$ cat config.mk
export PLATFORM = sky130hd
export DESIGN_NAME = mini_2
export DESIGN_NICKNAME = d
export VERILOG_FILES = /design/src/rtl/mini_2_pkg.sv /design/src/rtl/mini_2_gray2bin.sv /design/src/rtl/mini_2.sv
export SDC_FILE = /design/constraint.sdc
export NUM_CORES = 1
export LEC_CHECK = 0
export ABC_AREA = 1
export ABC_CLOCK_PERIOD_IN_PS = 1960
export BUFFER_PORTS_ARGS = -buffer_cell sky130_fd_sc_hd__buf_2
export CORE_AREA = 4 4 41 43
export DETAILED_ROUTE_END_ITERATION = 12
export DIE_AREA = 0 0 45 47
export PLACE_DENSITY = 0.33
export SETUP_SLACK_MARGIN = 0.1
export SLEW_MARGIN = 40
export SYNTH_ARGS = -nofsm -noshare
export SYNTH_HDL_FRONTEND = slang
export SYNTH_SLANG_ARGS = --single-unit
$ cat constraint.sdc
create_clock -name clk -period 1.96 [get_ports clk]
set_input_delay 0.098 -clock clk [delete_from_list [all_inputs] [get_ports clk]]
set_output_delay 0.098 -clock clk [all_outputs]
set_load 0.03 [all_outputs]
$ cat src/rtl/mini_2_pkg.sv
// Shared width defaults and reference code-conversion helpers for mini_2.
package mini_2_pkg;

    localparam int WIDTH_DEF = 3;
    localparam int MAX_W     = 16;

    // Helpers work on a fixed 16-bit container; bits at or above w are masked off.
    function automatic logic [MAX_W-1:0] bin2gray(input logic [MAX_W-1:0] value, input int w);
        logic [MAX_W-1:0] m;
        m = {MAX_W{1'b1}} >> (MAX_W - w);
        return (value & m) ^ ((value & m) >> 1);
    endfunction

    function automatic logic [MAX_W-1:0] gray2bin(input logic [MAX_W-1:0] value, input int w);
        logic [MAX_W-1:0] m;
        logic [MAX_W-1:0] r;
        m = {MAX_W{1'b1}} >> (MAX_W - w);
        r = value & m;
        for (int i = MAX_W - 2; i >= 0; i--) begin
            r[i] = r[i] ^ r[i+1];
        end
        return r;
    endfunction

endpackage

$ cat src/rtl/mini_2_gray2bin.sv
// Combinational Gray->binary decoder: each binary bit is the XOR of all Gray bits at or above it.
module mini_2_gray2bin
    import mini_2_pkg::*;
#(
    parameter int WIDTH = WIDTH_DEF
) (
    input  logic [WIDTH-1:0] gray,
    output logic [WIDTH-1:0] bin
);

    // Reduction per bit instead of a rippled chain keeps each bit free of self-referencing nets.
    for (genvar i = 0; i < WIDTH; i++) begin : g_bit
        assign bin[i] = ^gray[WIDTH-1:i];
    end

endmodule

$ cat src/rtl/mini_2.sv
// Registered binary<->Gray converter with a change flag.
// Optional registered input parity output enabled by MINI_2_PARITY_EN.
module mini_2
    import mini_2_pkg::*;
#(
    parameter int WIDTH = WIDTH_DEF
) (
    input  logic             clk,
    input  logic             rst,
    input  logic [WIDTH-1:0] a,
    input  logic             dir,
    output logic [WIDTH-1:0] b,
    output logic             chg
`ifdef MINI_2_PARITY_EN
    ,
    output logic             parity
`endif
);

    logic [MAX_W-1:0] gray_wide;
    logic [WIDTH-1:0] gray;
    logic [WIDTH-1:0] bin;
    logic [WIDTH-1:0] conv;

    assign gray_wide = bin2gray(MAX_W'(a), WIDTH);
    assign gray      = gray_wide[WIDTH-1:0];

    mini_2_gray2bin #(.WIDTH(WIDTH)) u_gray2bin (
        .gray (a),
        .bin  (bin)
    );

    always_comb begin
        conv = gray;
        if (dir) conv = bin;
    end

    // Reset branch assigns constants only, so unknown inputs under reset never reach the flops.
    always_ff @(posedge clk) begin
        if (rst) begin
            b   <= '0;
            chg <= 1'b0;
        end else begin
            b   <= conv;
            chg <= (conv != b);
        end
    end

`ifdef MINI_2_PARITY_EN
    always_ff @(posedge clk) begin
        if (rst) parity <= 1'b0;
        else     parity <= ^a;
    end
`endif

endmodule

# Word level (Yosys, flattened, before mapping)
# Index checks and enable logic that the tools add are counted.
dict set report word_totals {
  elab_cells 7
  regBits 4
  output_inout_bits 4
}
dict set report classes {
  n_reduce_logical 2
  n_mux 1
  eq_ne 1
  bitwise 1
}
# cell n
set op_table {}
lappend op_table {{2-to-1 mux 3 bit} 1}
lappend op_table {{!= test 3 bit} 1}
lappend op_table {{parity 3 bit} 1}
lappend op_table {{XOR 3 x 2 -> 3 bit} 1}
lappend op_table {{parity 2 bit} 1}

# Logic depth before layout (Yosys ltp)
dict set report logic_depth {
  ltp_word 3
  ltp_mapped 8
  depth_no_buf 8
}

# Modules after synthesis
# Synthesis repeated with hierarchy kept, for this count alone.
dict set report unflattened {
  hier_cells 54
  area_unflattened_um2 290.3
}
# mod cells_each seq_area_each_um2 area_each_um2 n_inst
set modules_own_cells {}
lappend modules_own_cells {mini_2 42 80.1 239.0 1}
lappend modules_own_cells {mini_2_gray2bin 12 0.0 51.3 1}

# Worst setup path before layout
# Ideal clock, no wire load.
dict set report synth_timing {
  path_type {reg2reg}
  startpoint {register b[1]}
  endpoint {register chg}
  path_slack_ns 0.949
  path_buffers 0
  setup_time_ns 0.109
  arrival_time_ns 0.902
  path_stages_with_launch 8
  t_required_ns 1.851
  period_less_slack_ns 1.011
  cell_sequence {dfxtp_1 -> inv_1 -> nand3_1 -> nand2_1 -> nor2_1 -> nand3_1 -> nand2_1 -> inv_1}
}
dict set report synth_between {
  elab_chain_len 1
}
# item line_no
set synth_lines {}
lappend synth_lines {{start, declared} mini_2.sv:12} ;# output logic [WIDTH-1:0] b,
lappend synth_lines {{start signal, assigned} mini_2.sv:44} ;# b <= conv;
lappend synth_lines {{!= test 3 bit} mini_2.sv:45} ;# chg <= (conv != b);
lappend synth_lines {{end signal, assigned} mini_2.sv:45}
lappend synth_lines {{end, declared} mini_2.sv:13} ;# output logic chg
# No other way between the ends.
# A chain may end at the register's enable or synchronous reset.

# Worst setup path in the final report
dict set report layout_timing {
  startpoint {register b[1]}
  endpoint {output port b[1]}
}
# No word-level cell between the ends.

==> results.md <==
| Item | Reported |
| --- | --- |
| Number of enable-type register cells in the synthesized netlist | 0 |
| Terminating pin of the worst hold path | b[1] |
| Most common library cells after synthesis | sky130_fd_sc_hd__nand2_1, sky130_fd_sc_hd__inv_1, sky130_fd_sc_hd__dfxtp_1, sky130_fd_sc_hd__nand3_1 |
| Portion of the post-synthesis area used by sequential elements | 35.2% |
| Floorplan Core Area | 1300 um^2 |
| Arrival time of the worst setup path | 0.77 ns |
| Number of distinct library cells after synthesis | 11 |
| Placed Area | 292 um^2 |
| Number of gates resized after cts | 0 |
| Largest net degree at the start of global routing | 6 |
| Period minus WS final | 0.872 ns |
| Die area | 2120 um^2 |
| Global route overflow | 0 |
| Peak supply drop | 0.330 mV |
| Violation count after the first detailed-route iteration | 0 |
| Biggest area consumer among synthesized cells | sky130_fd_sc_hd__dfxtp_1 |
| CTS tree | yes |
| Largest stage delay, worst path | 0.34 ns |
| Required time of the critical path | 1.86 ns |
| Via count of the first global-routing pass | 220 |
| Number of levels the H-tree was split into | 1 |
| Maximum achievable frequency | 1.15 GHz |
| Crit-path max FO | 3 |
| Met2 WL post-DR | 208 um |
| Starting density of the core | 17.5% |
| Average cell area after synthesis | 6.33 um^2 |
| Number of flip-flops and latches in the synthesized netlist | 4 |
| Total power density per cell area | 770 nW/um^2 |
| Insertion delay of the later-clocked pin in the worst-skew pair | 0.23 ns |
| Number of vias per cell after detailed routing | 3.87 |
| Worst hold path startpoint | rst |
| Number of search-and-repair iterations in the first detailed-routing pass | 1 |
| Total Wirelength | 455 um |
| Worst slew slack as a fraction of its limit | 89.5% |
| Cell at the root of the clock tree | sky130_fd_sc_hd__clkbuf_4 |
| # port buffers | 9 |
| Register Area | 80.1 um^2 |
| Total number of placement rows | 13 |
| Floorplan die height | 47 um |
| Area of combinational cells with multiple inputs | 118 um^2 |
| Final hold slack | 0.0762 ns |
| Worst r2r dst | chg |
| Boundary Pins | 10 |
| Number of hold buffers added after cts | 0 |
| HP Class | in2reg |
| RR Startpoint | b[1] |
| Routed wire length per instance | 7.22 um |
| Clock buffers created by TritonCTS | 3 |
| Sum of routed wire segments on met1 | 215 um |
| Async SR Flop Fraction | 0% |
| Max-cap violations | 0 |
| Fraction of final layout cells with drive strength greater than 1 | 33.3% |
| Synth area leaders | sky130_fd_sc_hd__dfxtp_1, sky130_fd_sc_hd__nand2_1, sky130_fd_sc_hd__inv_1, sky130_fd_sc_hd__nand3_1, sky130_fd_sc_hd__nand3_2 |
| Post-CTS clock slew at the launch and capture registers of the worst setup and hold paths | 0.03 ns |
| Total setup violations reported at the end of the flow | 0 |
| Type of the worst setup path | reg2out |
| Most frequently used flop master after synthesis | sky130_fd_sc_hd__dfxtp_1 |
| Mapped Area | 228 um^2 |
| Cell family with most CP delay | flip-flops |
| Final layout net count | 56 |
| Ant diodes | 0 |
| Top-count cell post-synth | sky130_fd_sc_hd__nand2_1 |
| # fillers | 168 |
| P&R area growth vs syn | 37.9% |
| GR Util All Layers | 5.77% |
| Transition at the pin with the smallest max-transition slack | 0.158 ns |
| Post-route standard cell area excluding fillers | 314 um^2 |
| Cell count of the worst hold path | 2 |
| HPWL reported at the end of detailed placement | 406 um |
| Placer's final routability congestion estimate | 0.589 |
| DRC viols | 0 |
| Clock Tree Buf Depth | 2 |
| Share of the synthesized area in the top cell type | 35.2% |
| Element type at the critical path end | output pin |
| Clock skew | 0.000575 ns |
| Number of pins with negative max-slew slack in the final report | 0 |
| Worst setup SP type | register |
| Uppermost routed layer | met3 |
| Initial antenna violation count | 0 |
| First-pass GRT wire length | 786 um |
| Cell at the slowest stage of the critical path | sky130_fd_sc_hd__dfxtp_1 |
| Crit path buf inv count | 1 |
| Number of instances in the synthesized netlist | 36 |
| Chip width | 45 um |
| Post-synthesis net count | 42 |
| Met3 wire length | 31 um |
| Via total after detailed routing | 244 |
| Outcome | finished, final reports clean |
| Cell Chain, Critical Path | buf_2 |
| Internal reg-to-reg setup slack | 1.10 ns |
| Number of warnings issued by yosys | 0 |
| Setup TNS Final | 0 ns |
| Final Cycle Share | 44.5% |
| Hold violation count in the final report | 0 |
| RSZ-0062 raised after global routing | no |
| Count of antenna-violating nets left after detailed routing | 0 |
| Lkg Pwr | 0.181 nW |
| Depth of the worst register-to-register path | 7 |
| Total number of clock tree sinks | 4 |
| Buffers inserted by post-CTS timing repair | 0 |
[routing by layer]
metal | vias up | global-route usage, %
li1 | 135 | -
met2 | 5 | 8.19
met4 | 0 | 1.75
met5 | - | 0
met1 | 104 | 5.91
met3 | 0 | 5.75
[power by group]
part / internal [mW] / switching [mW] / total [mW]
clock network: 0.0682 / 0.0297 / 0.0980
logic: 0.0185 / 0.0345 / 0.0530
registers: 0.0880 / 0.00287 / 0.0909
total: 0.175 / 0.0671 / 0.242
[stage by stage]
step | total power, mW | instances | util, % | worst slack, ns
after CTS | 0.251 | 63 | 24.1 | 1.07
final | 0.242 | 63 | 24.1 | 1.09
after floorplan | 0.128 | 36 | - | 0.949
after detailed placement | 0.146 | 60 | 22.4 | 1.07
after global routing | 0.267 | 63 | 24.1 | 0.969
after global placement | 0.147 | 60 | 22.4 | 1.04
[worst max-delay path by stage]
stage,start,endpoint,depth (start not counted)
3_5_place_dp,a[2],chg,9
5_1_grt,b[1],chg,7
2_1_floorplan,b[1],chg,7
4_1_cts,b[1],b[1],1
6_report,b[1],b[1],1
3_3_place_gp,a[2],chg,9
[cell families (layout without fill, tap and decap cells)]
family,count (synthesis),count (layout),share of synthesized area [%]
buffers and inverters,8,20,13.2
DFF,4,4,35.2
xor gates and xnor gates,1,1,3.85
and+or+nand+nor,21,21,43.4
AOI/OAI and AO/OA,2,2,4.40
[layout by cell type (no fill, tap or decap), drive strengths merged]
| cell type | n |
|---|---|
| a21oi | 2 |
| buf | 9 |
| clkbuf | 3 |
| clkinv | 1 |
| dfxtp | 4 |
| inv | 7 |
| nand2 | 13 |
| nand3 | 6 |
| nor2 | 2 |
| xor2 | 1 |
[final cells by class]
cell class	count	area share, %
Timing Repair Buffer	9	14.3
Tap cell	15	5.98
Inverter	8	9.56
Multi-Input combinational cell	24	37.5
Sequential cell	4	25.5
Clock buffer	3	7.17
[registers in the layout (all words and copies together), names as in the netlist]
signal and flops:
chg 1, b 3
Power figures use the tool's default switching activity.
